**src/rtl/mem_arbiter.sv**
```systemverilog
// mem_arbiter: shares one main memory port between the instruction-cache
// controller (requester 0) and the data-cache controller (requester 1).
// Round-robin grant, optional lock for multi-beat bursts, and a tag
// pipeline that routes each read return back to the requester that issued it.
module mem_arbiter #(
    parameter int ADDR_W = 16,
    parameter int DATA_W = 16,
    parameter int RD_LAT = 2     // legal range 1..4
) (
    input  logic              clk,
    input  logic              rst,
    input  logic [1:0]        req_rd,
    input  logic [1:0]        req_wr,
    input  logic [1:0]        req_lock,
    input  logic [ADDR_W-1:0] req_addr0,
    input  logic [ADDR_W-1:0] req_addr1,
    input  logic [DATA_W-1:0] req_wdata0,
    input  logic [DATA_W-1:0] req_wdata1,
    output logic [1:0]        gnt,
    output logic [1:0]        rvalid,
    output logic [DATA_W-1:0] rdata,
    output logic [1:0]        err,
    output logic              mem_rd,
    output logic              mem_wr,
    output logic [ADDR_W-1:0] mem_addr,
    output logic [DATA_W-1:0] mem_wdata,
    input  logic              mem_stall,
    input  logic [DATA_W-1:0] mem_rdata,
    input  logic              mem_err
);

    typedef enum logic [1:0] {
        ST_IDLE = 2'd0,
        ST_OWN0 = 2'd1,
        ST_OWN1 = 2'd2
    } state_t;

    state_t            r_state;
    state_t            w_state_nxt;
    logic              r_ptr;          // requester favoured when both are active
    logic [RD_LAT-1:0] r_pv;           // return pipeline valid bits, [RD_LAT-1] is the head
    logic [RD_LAT-1:0] r_pid;          // return pipeline requester ids
    logic [1:0]        r_err;

    logic [1:0]        w_act;
    logic              w_cand;
    logic              w_cand_vld;
    logic              w_grant;
    logic              w_cand_rd;
    logic              w_cand_wr;
    logic              w_cand_lock;
    logic              w_both;
    logic              w_head_vld;
    logic              w_head_id;

    // Candidate selection: pointer breaks ties in IDLE, owner is the only candidate when locked
    always_comb begin
        w_act      = req_rd | req_wr;
        w_cand     = 1'b0;
        w_cand_vld = 1'b0;
        case (r_state)
            ST_IDLE: begin
                if (&w_act) begin
                    w_cand = r_ptr;
                end else begin
                    w_cand = w_act[1];
                end
                w_cand_vld = |w_act;
            end
            ST_OWN0: begin
                w_cand     = 1'b0;
                w_cand_vld = w_act[0];
            end
            ST_OWN1: begin
                w_cand     = 1'b1;
                w_cand_vld = w_act[1];
            end
            default: begin
                w_cand     = 1'b0;
                w_cand_vld = 1'b0;
            end
        endcase
        w_cand_rd   = req_rd[w_cand];
        w_cand_wr   = req_wr[w_cand];
        w_cand_lock = req_lock[w_cand];
        w_both      = w_cand_rd & w_cand_wr;
        // Reset gating keeps every command output quiet while rst is held
        w_grant     = w_cand_vld & ~mem_stall & ~rst;
    end

    // Next-state logic; a stall never blocks the release of a lock
    always_comb begin
        w_state_nxt = r_state;
        case (r_state)
            ST_IDLE: begin
                if (w_grant && w_cand_lock) begin
                    w_state_nxt = w_cand ? ST_OWN1 : ST_OWN0;
                end else begin
                    w_state_nxt = ST_IDLE;
                end
            end
            ST_OWN0: begin
                if (!req_lock[0]) begin
                    w_state_nxt = ST_IDLE;
                end else begin
                    w_state_nxt = ST_OWN0;
                end
            end
            ST_OWN1: begin
                if (!req_lock[1]) begin
                    w_state_nxt = ST_IDLE;
                end else begin
                    w_state_nxt = ST_OWN1;
                end
            end
            default: w_state_nxt = ST_IDLE;
        endcase
    end

    // State register
    always_ff @(posedge clk or posedge rst) begin
        if (rst) begin
            r_state <= ST_IDLE;
        end else begin
            r_state <= w_state_nxt;
        end
    end

    // Round-robin pointer: after any grant the other requester is favoured
    always_ff @(posedge clk or posedge rst) begin
        if (rst) begin
            r_ptr <= 1'b0;
        end else if (w_grant) begin
            r_ptr <= ~w_cand;
        end else begin
            r_ptr <= r_ptr;
        end
    end

    // Return tag pipeline: shifts every cycle, stalls do not hold it
    always_ff @(posedge clk or posedge rst) begin
        if (rst) begin
            r_pv  <= '0;
            r_pid <= '0;
        end else begin
            r_pv[0]  <= w_grant & w_cand_rd;
            r_pid[0] <= w_cand;
            for (int k = 1; k < RD_LAT; k++) begin
                r_pv[k]  <= r_pv[k-1];
                r_pid[k] <= r_pid[k-1];
            end
        end
    end

    // Error pulse: memory-flagged or rd+wr conflict on a granted beat, one cycle later
    always_ff @(posedge clk or posedge rst) begin
        if (rst) begin
            r_err <= 2'b00;
        end else if (w_grant && (mem_err || w_both)) begin
            r_err <= w_cand ? 2'b10 : 2'b01;
        end else begin
            r_err <= 2'b00;
        end
    end

    // Output mux: memory command follows the granted candidate, read wins over write
    always_comb begin
        w_head_vld = r_pv[RD_LAT-1];
        w_head_id  = r_pid[RD_LAT-1];
        gnt        = 2'b00;
        mem_rd     = 1'b0;
        mem_wr     = 1'b0;
        mem_addr   = {ADDR_W{1'b0}};
        mem_wdata  = {DATA_W{1'b0}};
        if (w_grant) begin
            gnt       = w_cand ? 2'b10 : 2'b01;
            mem_rd    = w_cand_rd;
            mem_wr    = w_cand_wr & ~w_cand_rd;
            mem_addr  = w_cand ? req_addr1 : req_addr0;
            mem_wdata = w_cand ? req_wdata1 : req_wdata0;
        end else begin
            gnt       = 2'b00;
        end
        if (w_head_vld) begin
            rvalid = w_head_id ? 2'b10 : 2'b01;
            rdata  = mem_rdata;
        end else begin
            rvalid = 2'b00;
            rdata  = {DATA_W{1'b0}};
        end
        err = r_err;
    end

endmodule

```
**config.mk**
```make
export PLATFORM = sky130hd
export DESIGN_NAME = mem_arbiter
export DESIGN_NICKNAME = d
export VERILOG_FILES = /design/src/rtl/mem_arbiter.sv
export SDC_FILE = /design/constraint.sdc
export NUM_CORES = 1
export LEC_CHECK = 0
export ABC_AREA = 0
export CAP_MARGIN = 20
export CORE_ASPECT_RATIO = 0.7
export CORE_MARGIN = 5
export CORE_UTILIZATION = 34
export CTS_CLUSTER_SIZE = 12
export DETAILED_ROUTE_END_ITERATION = 8
export PLACE_DENSITY = 0.95
export SLEW_MARGIN = 20
export SYNTH_ARGS = -nofsm -noshare
export SYNTH_HDL_FRONTEND = slang
export SYNTH_SLANG_ARGS = --single-unit
```
**constraint.sdc**
```tcl
create_clock -name clk -period 2.1 [get_ports clk]
set_input_delay 0.21 -clock clk [delete_from_list [all_inputs] [get_ports clk]]
set_output_delay 0.21 -clock clk [all_outputs]
set_load 0.02 [all_outputs]
```
### Word level (Yosys, flattened, before mapping)

Index checks and enable logic that the tools add are counted.
W data, S select, Z words.

| operators by class | value |
|---|---|
| magnitude comparators | 1 |
| eq/ne operators | 2 |
| mux-type cells | 25 |
| bitwise logic cells | 10 |
| reduce and logical (&&, ||, !) cells | 6 |

Operators with widths:

| cell | number |
|---|---|
| $mux W16 | 5 |
| $mux W2 | 7 |
| $mux W1 | 10 |
| $pmux W2 S3 | 1 |
| $and A1 B1 Y1 | 5 |
| $not A1 Y1 | 4 |
| $pmux W1 S3 | 1 |
| $eq A2 B1 Y1 const B | 1 |
| $eq A2 B2 Y1 const B | 1 |
| $logic_and A1 B1 Y1 | 2 |
| $logic_not A2 Y1 | 1 |
| $lt A1 B2 Y1 const B | 1 |
| $or A2 B2 Y2 | 1 |
| $pmux W1 S2 | 1 |
| $reduce_and A2 Y1 | 1 |
| $reduce_or A2 Y1 | 1 |
| $logic_or A1 B1 Y1 | 1 |

| word-level totals | value |
|---|---|
| register bits after elaboration | 9 |
| input port bits | 90 |
| logic and storage cells | 49 |

### Logic depth before layout (Yosys ltp)

Gate-level depths: netlist of run 1.

| depth | value |
|---|---|
| depth after elaboration | 10 |
| depth in mapped cells | 6 |

### Worst setup path before layout of run 1

Ideal clock, no wire load.

| timing path | value |
|---|---|
| path kind | reg-to-output |
| start | register r_ptr |
| end | output mem_addr[0] |
| arrival | 1509 ps |
| data required time | 1890 ps |
| slack | 381 ps |
| cell stages (with the launch flop) | 6 |
| path through | dfrtp_1 -> o21bai_1 -> a21boi_4 -> buf_6 -> buf_12 -> mux2i_1 |

| on the way | value |
|---|---|
| longest elaborated chain between the ends | 4 |

RTL lines:

| element | line | source |
|---|---|---|
| from (decl) | 40 | `logic r_ptr;` |
| from (signal assigned) | 134 | `r_ptr <= ~w_cand;` |
| from (signal assigned) | 136 | `r_ptr <= r_ptr;` |
| $mux W1 | 63 | `if (&w_act) begin` |
| $pmux W1 S2 | 61 | `case (r_state)` |
| $mux W16 | 179 | `mem_addr = w_cand ? req_addr1 : req_addr0;` |
| $mux W16 | 175 | `if (w_grant) begin` |
| to (decl) | 25 | `output logic [ADDR_W-1:0] mem_addr,` |

No other way between the ends.

### Worst setup path in the final report of run 1

| timing path | value |
|---|---|
| start | input req_rd[1] |
| end | output mem_addr[14] |

| on the way | value |
|---|---|
| longest elaborated chain between the ends | 6 |

RTL lines:

| element | line | source |
|---|---|---|
| from (decl) | 12 | `input logic [1:0] req_rd,` |
| $or A2 B2 Y2 (*) | 58 | `w_act = req_rd \| req_wr;` |
| $reduce_or A2 Y1 / $reduce_and A2 Y1 (equally long branches) | 68, 63 |  |
| $pmux W1 S3 / $mux W1 (equally long branches) | 61, 63 |  |
| $and A1 B1 Y1 / $pmux W1 S2 (equally long branches) | 88, 61 |  |
| $and A1 B1 Y1 / $mux W16 (equally long branches) | 88, 179 |  |
| $mux W16 (*) | 175 |  |

Every way passes the cells marked *; elsewhere a longest branch is shown, timed or not.

==> results of run 1 <==
-- path summary, 6_finish.rpt --
check / startpoint / end / slack, ps / cells after the start
max: req_rd[1] / mem_addr[14] / 20 / 7
min: rst / r_pv[1] / 340 / 2
max reg2reg: r_state[0] / r_ptr / 510 / 6
min reg2reg: r_pid[0] / r_pid[1] / 360 / 0
max in group asynchronous: rst / r_pid[0] / 1490 / 2
min in group clk: r_pid[0] / r_pid[1] / 360 / 0
-- per-stage QoR --
stage / worst slack (ps) / instance area, µm²
detailed placement: -411 / 3190
global route: -57.6 / 3190
global placement: -310 / 3190
finish: 17.0 / 3190
floorplan: 381 / 1580
CTS: 1.18 / 3270
-- worst reg2reg max path, cell delays in order, from the launching register on --
cell      delay [ps]
dfrtp_1          410
o21ba_2          310
a21boi_4          70
buf_12           140
buf_6            130
buf_4            130
mux2_1           280
-- flip-flops by register name, summed over array words and instances, names as in the netlist --
name     count
err          2
r_state      2
r_pid        2
r_ptr        1
r_pv         2
-- power breakdown --
part	internal, mW	leakage (nW)	total (mW)	switching (mW)
registers	0.210	0.117	0.232	0.0225
clock network	0.133	0.0228	0.204	0.0715
logic	0.690	1.17	1.30	0.611
-- per-layer routing --
metal  global-route usage (%)  routed length (µm)  vias up
met5                        0                   0        -
met4                     3.30                  35        0
met3                     8.92                 758        4
met2                     39.0                3200      103
met1                     24.8                2730      978
li1                         -                   -     1015
-- Yosys cell counts --
library cell	number	share of area [%]
nand2b_1	1	0.40
o21bai_1	3	1.4
o2111ai_1	2	1.1
o211ai_1	66	31
a21boi_4	1	1.2
o21ba_1	1	0.63
mux2_1	1	0.71
nor3b_2	1	0.79
mux2i_1	32	20
buf_4	1	0.48
and2_1	18	7.1
buf_2	18	5.7
buf_12	2	2.5
or3_1	1	0.40
a21oi_1	4	1.3
nor2_2	1	0.40
nor2b_1	2	0.79
nor3_1	1	0.32
clkbuf_1	2	0.48
nor3b_1	1	0.48
o41ai_2	1	1.0
o21ai_4	1	1.0
inv_2	1	0.24
a31oi_1	1	0.40
nor2_1	1	0.24
o21ba_2	1	0.63
buf_6	4	2.9
inv_1	6	1.4
dfrtp_1	9	14
-- repair_timing --
action,in CTS,in global routing
cloned,0,2
gates resized for setup,91,25
buffers inserted,0,1
endpoints found under the setup margin,36,32
-- area by class of cell --
class,count,area [µm²]
repair buffers,172,1670
inverters,7,26.3
flip-flops and latches,9,225
well taps,55,68.8
multi-input cells,141,1150
clock buffers,4,45.0
fillers,332,1210
-- cells by family after synthesis --
| group | after synthesis |
|---|---|
| simple gates | 27 |
| compound gates | 81 |
| buf+inv | 34 |
| mux | 33 |
| flops | 9 |
==> reports/metrics.cfg, run 1 <==
[route]
first_iter_violations=79
ant_nets=0
drt_pre_antenna_iters=4
viasPerCell=5.41
wl_um=6730
vias=2100
wl_per_cell_um=17.3
drc=0

[critical_path]
critPathLaunchType=primary input
required_ps=1890
critPathTopFamily=buffers and inverters
critPathSlowestCell=clkdlybuf4s50_1
crit_buf_inv=4
cp.arrival_ps=1870
critPathMaxStageDelay_ps=460
crit_type=in2out
critPathMaxFanout=10
cp_cell_sequence=clkdlybuf4s50_1 -> o21ba_2 -> a21boi_4 -> buf_12 -> buf_12 -> mux2i_1 -> clkdlybuf4s15_2
crit_path_frequent_cell=buf_12
end_kind=output pin

[placed_design]
numPortBuffers=145
hpwl_um=5370
dp.cells=381
gp_congestion=0.733

[timing]
worst_slew_pin_slew_ps=374
finalSetupViolations=0
fin_crit_sh_pct=99.2
hold_violations=0
max_freq_mhz=480
finClkSkew_ps=1.62
drv_slew=0
rsz0062_at_grt=yes
fin_tns_setup_ps=0
final.min_clock_period_ps=2080
relSlewSlack_pct=75.0
whs_ps=337

[synthesis]
synth_cell_type_count=29
synthesis.area_um2=1580
syn-instance-count=184
synth_compound_area_share_pct=40.1
yosys.area_share.simple_pct=10.9
ys_seq_area_share_pct=14.3
synth_xor_area_share_pct=0
synth_mux_area_share_pct=21.0
ys_warn_count=0
ys_ff_latch=9
synth_fa_ha_area_share_pct=0
syn_area_per_cell_um2=8.58
synth_top_family_by_area=compound AO/OA/AOI/OAI gates
synth_fp_nets=274

[final_layout]
final_cell_mix=clkdlybuf4s50_1, o211ai_1, mux2i_1, and2_1, buf_4
nets=424
final_core_util_pct=72.4
antennaDiodeCount=0
final_common_cell=clkdlybuf4s50_1
drive_gt1_share_pct=21.3
area_growth_syn_to_layout_pct=102
fin_cells=388

[clock_network]
cts_tree=built
path_clk_slew_ps=50
cts.htree.levels=1
clock-root-buffer=clkbuf_8
clk_latency_ps=230
cts.hold.buffers_added=0
cts_buffer_depth=2
cts_made_buffers=3
clock-sinks=9

[power_and_ir_drop]
power_mw=1.74
ir_drop_mv=0.309
leakagePower_nw=1.31
p_per_area_nw_per_um2=545

[global_route]
antenna_found_initial=0
grt_overflow=0
grt_pass1_wl_um=10800
gr-usage-all-layers_pct=21.8
grt_max_degree=39
grt_pass1_vias=2175

[outcome]
status=finished, final reports clean

[die]
ioPinCount=146
die_height_um=67.0
initial_utilization_pct=35.9
coreArea_um2=4400
dieArea_um2=6130
placementRows=20
chipWidth_um=91.5

[hold_path]
hold_path_class=in2async

[flow_run]
cap_violations=0

No activity file was read; power rests on OpenSTA's default activity.
==> run 2: changes to the inputs <==
- CTS_CLUSTER_DIAMETER: default -> 40
==> results of run 2 <==
No change in the layout: final DEF, timing and power equal those of run 1.
